$ cat src/rtl/ps2_keypad.sv
// PS/2 keyboard receiver and two-player direction decoder.
// Frames are rebuilt from the synchronized PS/2 clock and data lines, then scan codes become held key levels.
module ps2_keypad #(
   parameter int TIMEOUT = 50000
) (
   input  logic       clk,
   input  logic       reset_n,
   input  logic       ps2_clk,
   input  logic       ps2_data,
   output logic       j1_up,
   output logic       j1_down,
   output logic       j1_left,
   output logic       j1_right,
   output logic       j2_up,
   output logic       j2_down,
   output logic       j2_left,
   output logic       j2_right,
   output logic [7:0] rx_byte,
   output logic       rx_valid,
   output logic       frame_err,
   output logic       dbg_state
);

   typedef enum logic {IDLE = 1'b0, RECV = 1'b1} state_t;

   localparam logic [15:0] TO_LAST = 16'(TIMEOUT - 1);

   // The synchronizers reset to 1, which is the idle level of the bus.
   logic clk_s1_q, clk_s2_q, clk_prev_q;
   logic dat_s1_q, dat_s2_q;
   logic fall;

   always_ff @(posedge clk or negedge reset_n) begin
      if (!reset_n) begin
         clk_s1_q   <= 1'b1;
         clk_s2_q   <= 1'b1;
         clk_prev_q <= 1'b1;
         dat_s1_q   <= 1'b1;
         dat_s2_q   <= 1'b1;
      end else begin
         clk_s1_q   <= ps2_clk;
         clk_s2_q   <= clk_s1_q;
         clk_prev_q <= clk_s2_q;
         dat_s1_q   <= ps2_data;
         dat_s2_q   <= dat_s1_q;
      end
   end

   assign fall = clk_prev_q & ~clk_s2_q;

   state_t      state_q, state_d;
   logic [3:0]  cnt_q, cnt_d;
   logic [7:0]  shift_q, shift_d;
   logic        start_q, start_d;
   logic        par_q, par_d;
   logic [15:0] idle_q, idle_d;
   logic        frame_ok, frame_bad;

   always_ff @(posedge clk or negedge reset_n) begin
      if (!reset_n) begin
         state_q <= IDLE;
         cnt_q   <= 4'd0;
         shift_q <= 8'h00;
         start_q <= 1'b0;
         par_q   <= 1'b0;
         idle_q  <= 16'd0;
      end else begin
         state_q <= state_d;
         cnt_q   <= cnt_d;
         shift_q <= shift_d;
         start_q <= start_d;
         par_q   <= par_d;
         idle_q  <= idle_d;
      end
   end

   always_comb begin
      state_d   = state_q;
      cnt_d     = cnt_q;
      shift_d   = shift_q;
      start_d   = start_q;
      par_d     = par_q;
      idle_d    = idle_q;
      frame_ok  = 1'b0;
      frame_bad = 1'b0;
      case (state_q)
         IDLE: begin
            idle_d = 16'd0;
            if (fall) begin
               start_d = dat_s2_q;
               cnt_d   = 4'd1;
               state_d = RECV;
            end
         end
         RECV: begin
            if (fall) begin
               idle_d = 16'd0;
               cnt_d  = cnt_q + 4'd1;
               if (cnt_q <= 4'd8) begin
                  shift_d = {dat_s2_q, shift_q[7:1]};
               end else if (cnt_q == 4'd9) begin
                  par_d = dat_s2_q;
               end else begin
                  // Stop bit: odd parity over data plus parity bit.
                  state_d = IDLE;
                  cnt_d   = 4'd0;
                  if (!start_q && dat_s2_q && (^{shift_q, par_q}))
                     frame_ok = 1'b1;
                  else
                     frame_bad = 1'b1;
               end
            end else if (idle_q == TO_LAST) begin
               state_d   = IDLE;
               cnt_d     = 4'd0;
               idle_d    = 16'd0;
               frame_bad = 1'b1;
            end else begin
               idle_d = idle_q + 16'd1;
            end
         end
         default: state_d = IDLE;
      endcase
   end

   // rx_valid is a one-cycle strobe qualifying rx_byte; there is no ready, the consumer must take it.
   logic [7:0] rx_byte_q;
   logic       rx_valid_q, frame_err_q;

   always_ff @(posedge clk or negedge reset_n) begin
      if (!reset_n) begin
         rx_byte_q   <= 8'h00;
         rx_valid_q  <= 1'b0;
         frame_err_q <= 1'b0;
      end else begin
         rx_valid_q  <= frame_ok;
         frame_err_q <= frame_bad;
         if (frame_ok) rx_byte_q <= shift_q;
      end
   end

   logic       brk_q, ext_q;
   logic [7:0] key_q;
   logic       hit;
   logic [2:0] idx;

   always_comb begin
      hit = 1'b0;
      idx = 3'd0;
      case ({ext_q, rx_byte_q})
         9'h01D: begin hit = 1'b1; idx = 3'd0; end
         9'h01B: begin hit = 1'b1; idx = 3'd1; end
         9'h01C: begin hit = 1'b1; idx = 3'd2; end
         9'h023: begin hit = 1'b1; idx = 3'd3; end
         9'h175: begin hit = 1'b1; idx = 3'd4; end
         9'h172: begin hit = 1'b1; idx = 3'd5; end
         9'h16B: begin hit = 1'b1; idx = 3'd6; end
         9'h174: begin hit = 1'b1; idx = 3'd7; end
         default: ;
      endcase
   end

   always_ff @(posedge clk or negedge reset_n) begin
      if (!reset_n) begin
         brk_q <= 1'b0;
         ext_q <= 1'b0;
         key_q <= 8'h00;
      end else if (frame_err_q) begin
         brk_q <= 1'b0;
         ext_q <= 1'b0;
      end else if (rx_valid_q) begin
         if (rx_byte_q == 8'hF0) begin
            brk_q <= 1'b1;
         end else if (rx_byte_q == 8'hE0) begin
            ext_q <= 1'b1;
         end else begin
            if (hit) key_q[idx] <= ~brk_q;
            brk_q <= 1'b0;
            ext_q <= 1'b0;
         end
      end
   end

   assign {j2_right, j2_left, j2_down, j2_up, j1_right, j1_left, j1_down, j1_up} = key_q;
   assign rx_byte   = rx_byte_q;
   assign rx_valid  = rx_valid_q;
   assign frame_err = frame_err_q;
   assign dbg_state = state_q;

endmodule

$ cat config.mk
export PLATFORM = sky130hd
export DESIGN_NAME = ps2_keypad
export DESIGN_NICKNAME = d
export VERILOG_FILES = /design/src/rtl/ps2_keypad.sv
export SDC_FILE = /design/constraint.sdc
export NUM_CORES = 1
export LEC_CHECK = 0
export CORE_AREA = 2 2 78 80
export CTS_CLUSTER_SIZE = 14
export DETAILED_ROUTE_END_ITERATION = 10
export DIE_AREA = 0 0 80 82
export HOLD_SLACK_MARGIN = 0.12
export PLACE_DENSITY = 0.74
export SLEW_MARGIN = 5
export SYNTH_ARGS = -nofsm -noshare
export SYNTH_HDL_FRONTEND = slang
export SYNTH_SLANG_ARGS = --single-unit
$ cat constraint.sdc
create_clock -name clk -period 6.8 [get_ports clk]
set_clock_uncertainty 0.2 [all_clocks]
set_input_delay 1.36 -clock clk [delete_from_list [all_inputs] [get_ports clk]]
set_output_delay 1.36 -clock clk [all_outputs]
set_load 0.01 [all_outputs]
Yosys cells after proc, flatten, opt, wreduce, memory -nomap -nowiden
Cells that the tools add are included.
{"block": "totals", "mem_count": 0, "ramBits": 0, "latchBits": 0, "inputBits": 4, "romBits": 0, "ff_bits": 56}
{"block": "classes", "n_mux": 39, "n_eq_ne": 16, "bitwise": 8, "addsub": 2, "shift": 0, "mul": 0, "n_lt_le_gt_ge": 3, "reduce_logical": 14, "div_mod_pow": 0}
{"operator": "9-bit == test, second input constant", "count": 4}
{"operator": "16-bit 2-to-1 mux", "count": 2}
{"operator": "16-bit case mux with 2 select lines", "count": 1}
{"operator": "9-bit by 5-bit == test with 1-bit output, second input constant", "count": 3}
{"operator": "1-bit 2-to-1 mux", "count": 26}
{"operator": "3-bit case mux with 7 select lines", "count": 1}
{"operator": "4-bit 2-to-1 mux", "count": 5}
{"operator": "16-bit by 1-bit adder with 16-bit output, second input constant", "count": 1}
{"operator": "16-bit == test, second input constant", "count": 1}
{"operator": "8-bit == test, second input constant", "count": 2}
{"operator": "9-bit by 6-bit == test with 1-bit output, second input constant", "count": 1}
{"operator": "9-bit XOR reduction", "count": 1}
{"operator": "8-bit bitwise mux", "count": 1}
{"operator": "4-bit case mux with 2 select lines", "count": 1}
{"operator": "2-bit AND reduction", "count": 4}
{"operator": "8-bit OR reduction", "count": 1}
{"operator": "1-bit NOT", "count": 7}
{"operator": "5-bit AND reduction", "count": 1}
{"operator": "4-bit by 1-bit adder with 4-bit output, second input constant", "count": 1}
{"operator": "4-bit == test, second input constant", "count": 1}
{"operator": "4-bit less-or-equal comparator, second input constant", "count": 1}
{"operator": "3-bit by 4-bit less-than comparator with 1-bit output, second input constant", "count": 1}
{"operator": "2-bit inequality test, second input constant", "count": 2}
{"operator": "4-bit AND reduction", "count": 1}
{"operator": "other kinds (10)", "count": 12}

Depth between registers and ports, before layout
{"block": "depth", "ltp_word": 8, "ltp_mapped": 7, "ltp_nobuf": 7}

Worst setup path before layout
Ideal clock, no wire load.
{"block": "synth_timing", "path_type": "reg2reg", "start": "register shift_q[1]", "end": "register rx_byte_q[0] (netlist: rx_byte[0])", "path_slack_ns": 4.641, "setup_ns": 0.125, "period_less_slack_ns": 2.159, "path_stages_with_launch": 6, "arrival_time_ns": 1.835, "path_cell_list": "dfrtp_1 > xor2_1 > xnor3_2 > xnor2_2 > nor3_4 > mux2_2"}
{"block": "synth_between", "elab_chain_len": 7}
{"item": "start, declared", "line": "53", "rtl": "logic [7:0] shift_q, shift_d;"}
{"item": "start signal, assigned", "line": "70", "rtl": "shift_q <= shift_d;"}
{"item": "9-bit XOR reduction", "line": "107", "rtl": "if (!start_q && dat_s2_q && (^{shift_q, par_q}))"}
{"item": "1-bit logical AND", "line": "107"}
{"item": "1-bit 2-to-1 mux", "line": "107"}
{"item": "1-bit 2-to-1 mux", "line": "101", "rtl": "end else if (cnt_q == 4'd9) begin"}
{"item": "1-bit 2-to-1 mux", "line": "99", "rtl": "if (cnt_q <= 4'd8) begin"}
{"item": "1-bit 2-to-1 mux", "line": "96", "rtl": "if (fall) begin"}
{"item": "1-bit 2-to-1 mux", "line": "86", "rtl": "case (state_q)"}
{"item": "named net frame_ok", "line": "57", "rtl": "logic frame_ok, frame_bad;"}
{"item": "end signal, assigned", "line": "137", "rtl": "if (frame_ok) rx_byte_q <= shift_q;"}
{"item": "end, declared", "line": "126", "rtl": "logic [7:0] rx_byte_q;"}
The timed path passes the listed nets, and every way through them passes these cells.
A chain may end at the register's enable or synchronous reset.

Final worst setup path
{"block": "layout_timing", "start": "register rx_byte_q[4] (netlist: rx_byte[4])", "end": "output rx_byte[4]"}
{"item": "end, declared", "line": "18", "rtl": "output logic [7:0] rx_byte,"}
No word-level cell between the ends.

==> impl_metrics.toml <==
[status]
status = "finished, final reports clean"

[clock_tree]
cts_sinks = 56
cts_hold_repair.buffers = 0
htreeDepth = 2
path_clk_slew_ns = 0.09
cts_inserted_buffers = 5
cts_setup_buffers = 0
clockBufferDepth = 2
cts_resized = 0
ctsRootBufferMaster = "clkbuf_8"
cts_tree = "done"
clk_latency_ns = 0.31

[floorplanning]
start_util_pct = 47.8
coreArea_mm2 = 0.00575
dieArea_mm2 = 0.00656
die_w_um = 80
io_pins = 23
rows = 28
die_h_um = 82

[grt]
grt_pass1_wl_um = 8370
grt.overflow.total = 0
track_usage_pct = 16.5
first_global_vias = 1834
antenna_found_initial = 0
grt_max_degree = 57

[logic_synthesis]
async_flop_share_pct = 100
synth_ff_type = "dfrtp_1"
synth-seq-cells = 56
synth-edff-count = 0
synth_nets = 252
ys_seq_area_share_pct = 51.3
yosysMostFrequentCell = "dfrtp_1"
yosysWarnings = 0
synth.top_cell.area_share_pct = 46.5
syn_avg_cell_area_um2 = 11.3
yosysUniqueCellTypes = 54
synth_area_leaders = "dfrtp_1 (46%), mux2_2 (7.8%), dfstp_2 (4.8%), nor2_1 (2.9%), xnor2_1 (2.9%)"
ys_top_cells_by_count = "dfrtp_1 (51), nor2_1 (21), mux2_2 (19)"
synthCells = 244
synth.cell_area_mm2 = 0.00275
synth_top_area_cell = "dfrtp_1"

[worst_setup_path]
start_kind = "register"
crit_family = "buffers and inverters"
endpoint_kind = "primary output"
path_cells = "clkdlybuf4s50_1"
worstPathArrival_ns = 1.44
cp_slowest_cell = "clkdlybuf4s50_1"
cpPeakStageDelay_ns = 0.60
critPathMaxFanout = 12
crit_type = "register to primary output"
cp_num_buf_inv = 1
cp_data_required_time_ns = 5.24

[final_layout]
n_antenna_cell = 0
fillers = 515
final_area_mm2 = 0.00312
syn2layout_area_growth_pct = 13.6
final_nets = 277
drive_gt1_share_pct = 15.2

[detailed_routing]
drc = 0
drt_wl_total_um = 4760
drt_iter0_markers = 107
postRouteAntennaNets = 0
wl_per_cell_um = 13.8
vias_per_cell = 5.41
dr.pass1.iters = 4
vias = 1868

[placed_design]
place_ws_ns = 4.14
io_buffers = 22
place_area_mm2 = 0.00304
dp_hpwl_um = 3350
gp_congestion = 0.867

[pwr]
p_switching_uw = 218
cellPowerDensity_mw_per_mm2 = 242
vdd_drop_max_uv = 135
power_uw = 756
power.leakage_uw = 0.00132
intPower_uw = 538
pwr-share-clk_pct = 22.9
p_seq_share_pct = 53.3
swShare_pct = 28.8
p_comb_share_pct = 23.9

[sta]
rsz0062_at_grt = "false"
relSlewSlack_pct = 54.7
timing.fmax_mhz = 333
period_needed_ns = 3.00
hold_violations = 0
worstMarginPinSlew_ns = 0.680
finalMaxSlewViolations = 0
finalWorstSetupSlack_ns = 3.80
setup_viol = 0
fin_setup_tns_ns = 0
post-route-period-util_pct = 44.1

[hold_path]
hold_path_class = "register to register"

[run]
cap_violations = 0
layer usage:
metal / share of wire [%] / track usage [%] / vias up
met1: 48 / 21.8 / 910
met2: 46 / 27.2 / 35
li1: - / - / 913
met3: 3.7 / 3.30 / 10
met5: 0 / 0 / -
met4: 1.5 / 6.10 / 0
final timing paths:
path	end	slack [ns]	startpoint	cells after the start
worst max-delay path	rx_byte[4]	3.80	rx_byte[4]	1
worst min-delay path	clk_s2_q	0.16	clk_s1_q	0
worst max register to register	rx_byte[5]	4.47	shift_q[1]	5
worst min register to register	clk_s2_q	0.16	clk_s1_q	0
max in group asynchronous	dbg_state	4.97	reset_n	2
min in group asynchronous	rx_byte[5]	0.98	reset_n	2
registers in the layout (all words and copies together), names as in the netlist, 4 cells and up:
register	cells
cnt_q	4
idle_q	16
key_q	8
rx_byte	8
shift_q	8
area by class of cell:
type | instances | area, µm² | share of cell area [%]
flip-flops and latches | 56 | 1410 | 45.1
multi-input cells | 169 | 1260 | 40.4
repair buffers | 23 | 223 | 7.14
well taps | 75 | 93.8 | 3.01
clock buffers | 7 | 76.3 | 2.45
inverters | 14 | 52.6 | 1.68
clock inverters | 1 | 5.00 | 0.160
logic make-up (layout without fill, tap and decap cells):
| group | Yosys count | count (layout) | synth area share, % |
|---|---|---|---|
| simple gates | 87 | 87 | 18.6 |
| flops | 56 | 56 | 51.3 |
| compound gates | 35 | 35 | 8.98 |
| mux | 25 | 25 | 9.98 |
| buf+inv | 19 | 45 | 2.78 |
| xor+xnor | 18 | 18 | 6.56 |
| fa+ha+maj | 4 | 4 | 1.82 |
power by group through the flow:
stage	logic (µW)	registers, µW	clock network [µW]
after floorplan	157	397	0
after global placement	178	408	0
after detailed placement	182	410	0
after CTS	184	403	179
after global routing	202	409	192
final	180	403	173
layout by cell type (no fill, tap or decap), drive strengths merged, types with 2 or more instances in the layout:
| master | n |
|---|---|
| dfrtp | 51 |
| nor2 | 21 |
| clkdlybuf4s50 | 21 |
| mux2 | 19 |
| inv | 14 |
| nand2 | 12 |
| xnor2 | 10 |
| o21ai | 9 |
| a21oi | 9 |
| nor3 | 8 |
| nand3 | 7 |
| xor2 | 7 |
| clkbuf | 7 |
| mux2i | 6 |
| nand4 | 5 |
| nand2b | 5 |
| dfstp | 5 |
| or3 | 4 |
| o31ai | 4 |
| ha | 4 |
| nand3b | 4 |
| or4bb | 3 |
| nor2b | 3 |
| nand4b | 2 |
| nor4bb | 2 |
| o41ai | 2 |
| a22o | 2 |
| nor4 | 2 |
| buf | 2 |
per-stage QoR:
stage	utilization, %	hold slack, ns	std cells
floorplan	-	0.145	244
global placement	52.9	0.148	337
detailed placement	52.9	0.147	337
CTS	54.3	0.164	345
global route	54.3	0.170	345
finish	54.3	0.160	345
Power figures use the tool's default switching activity.
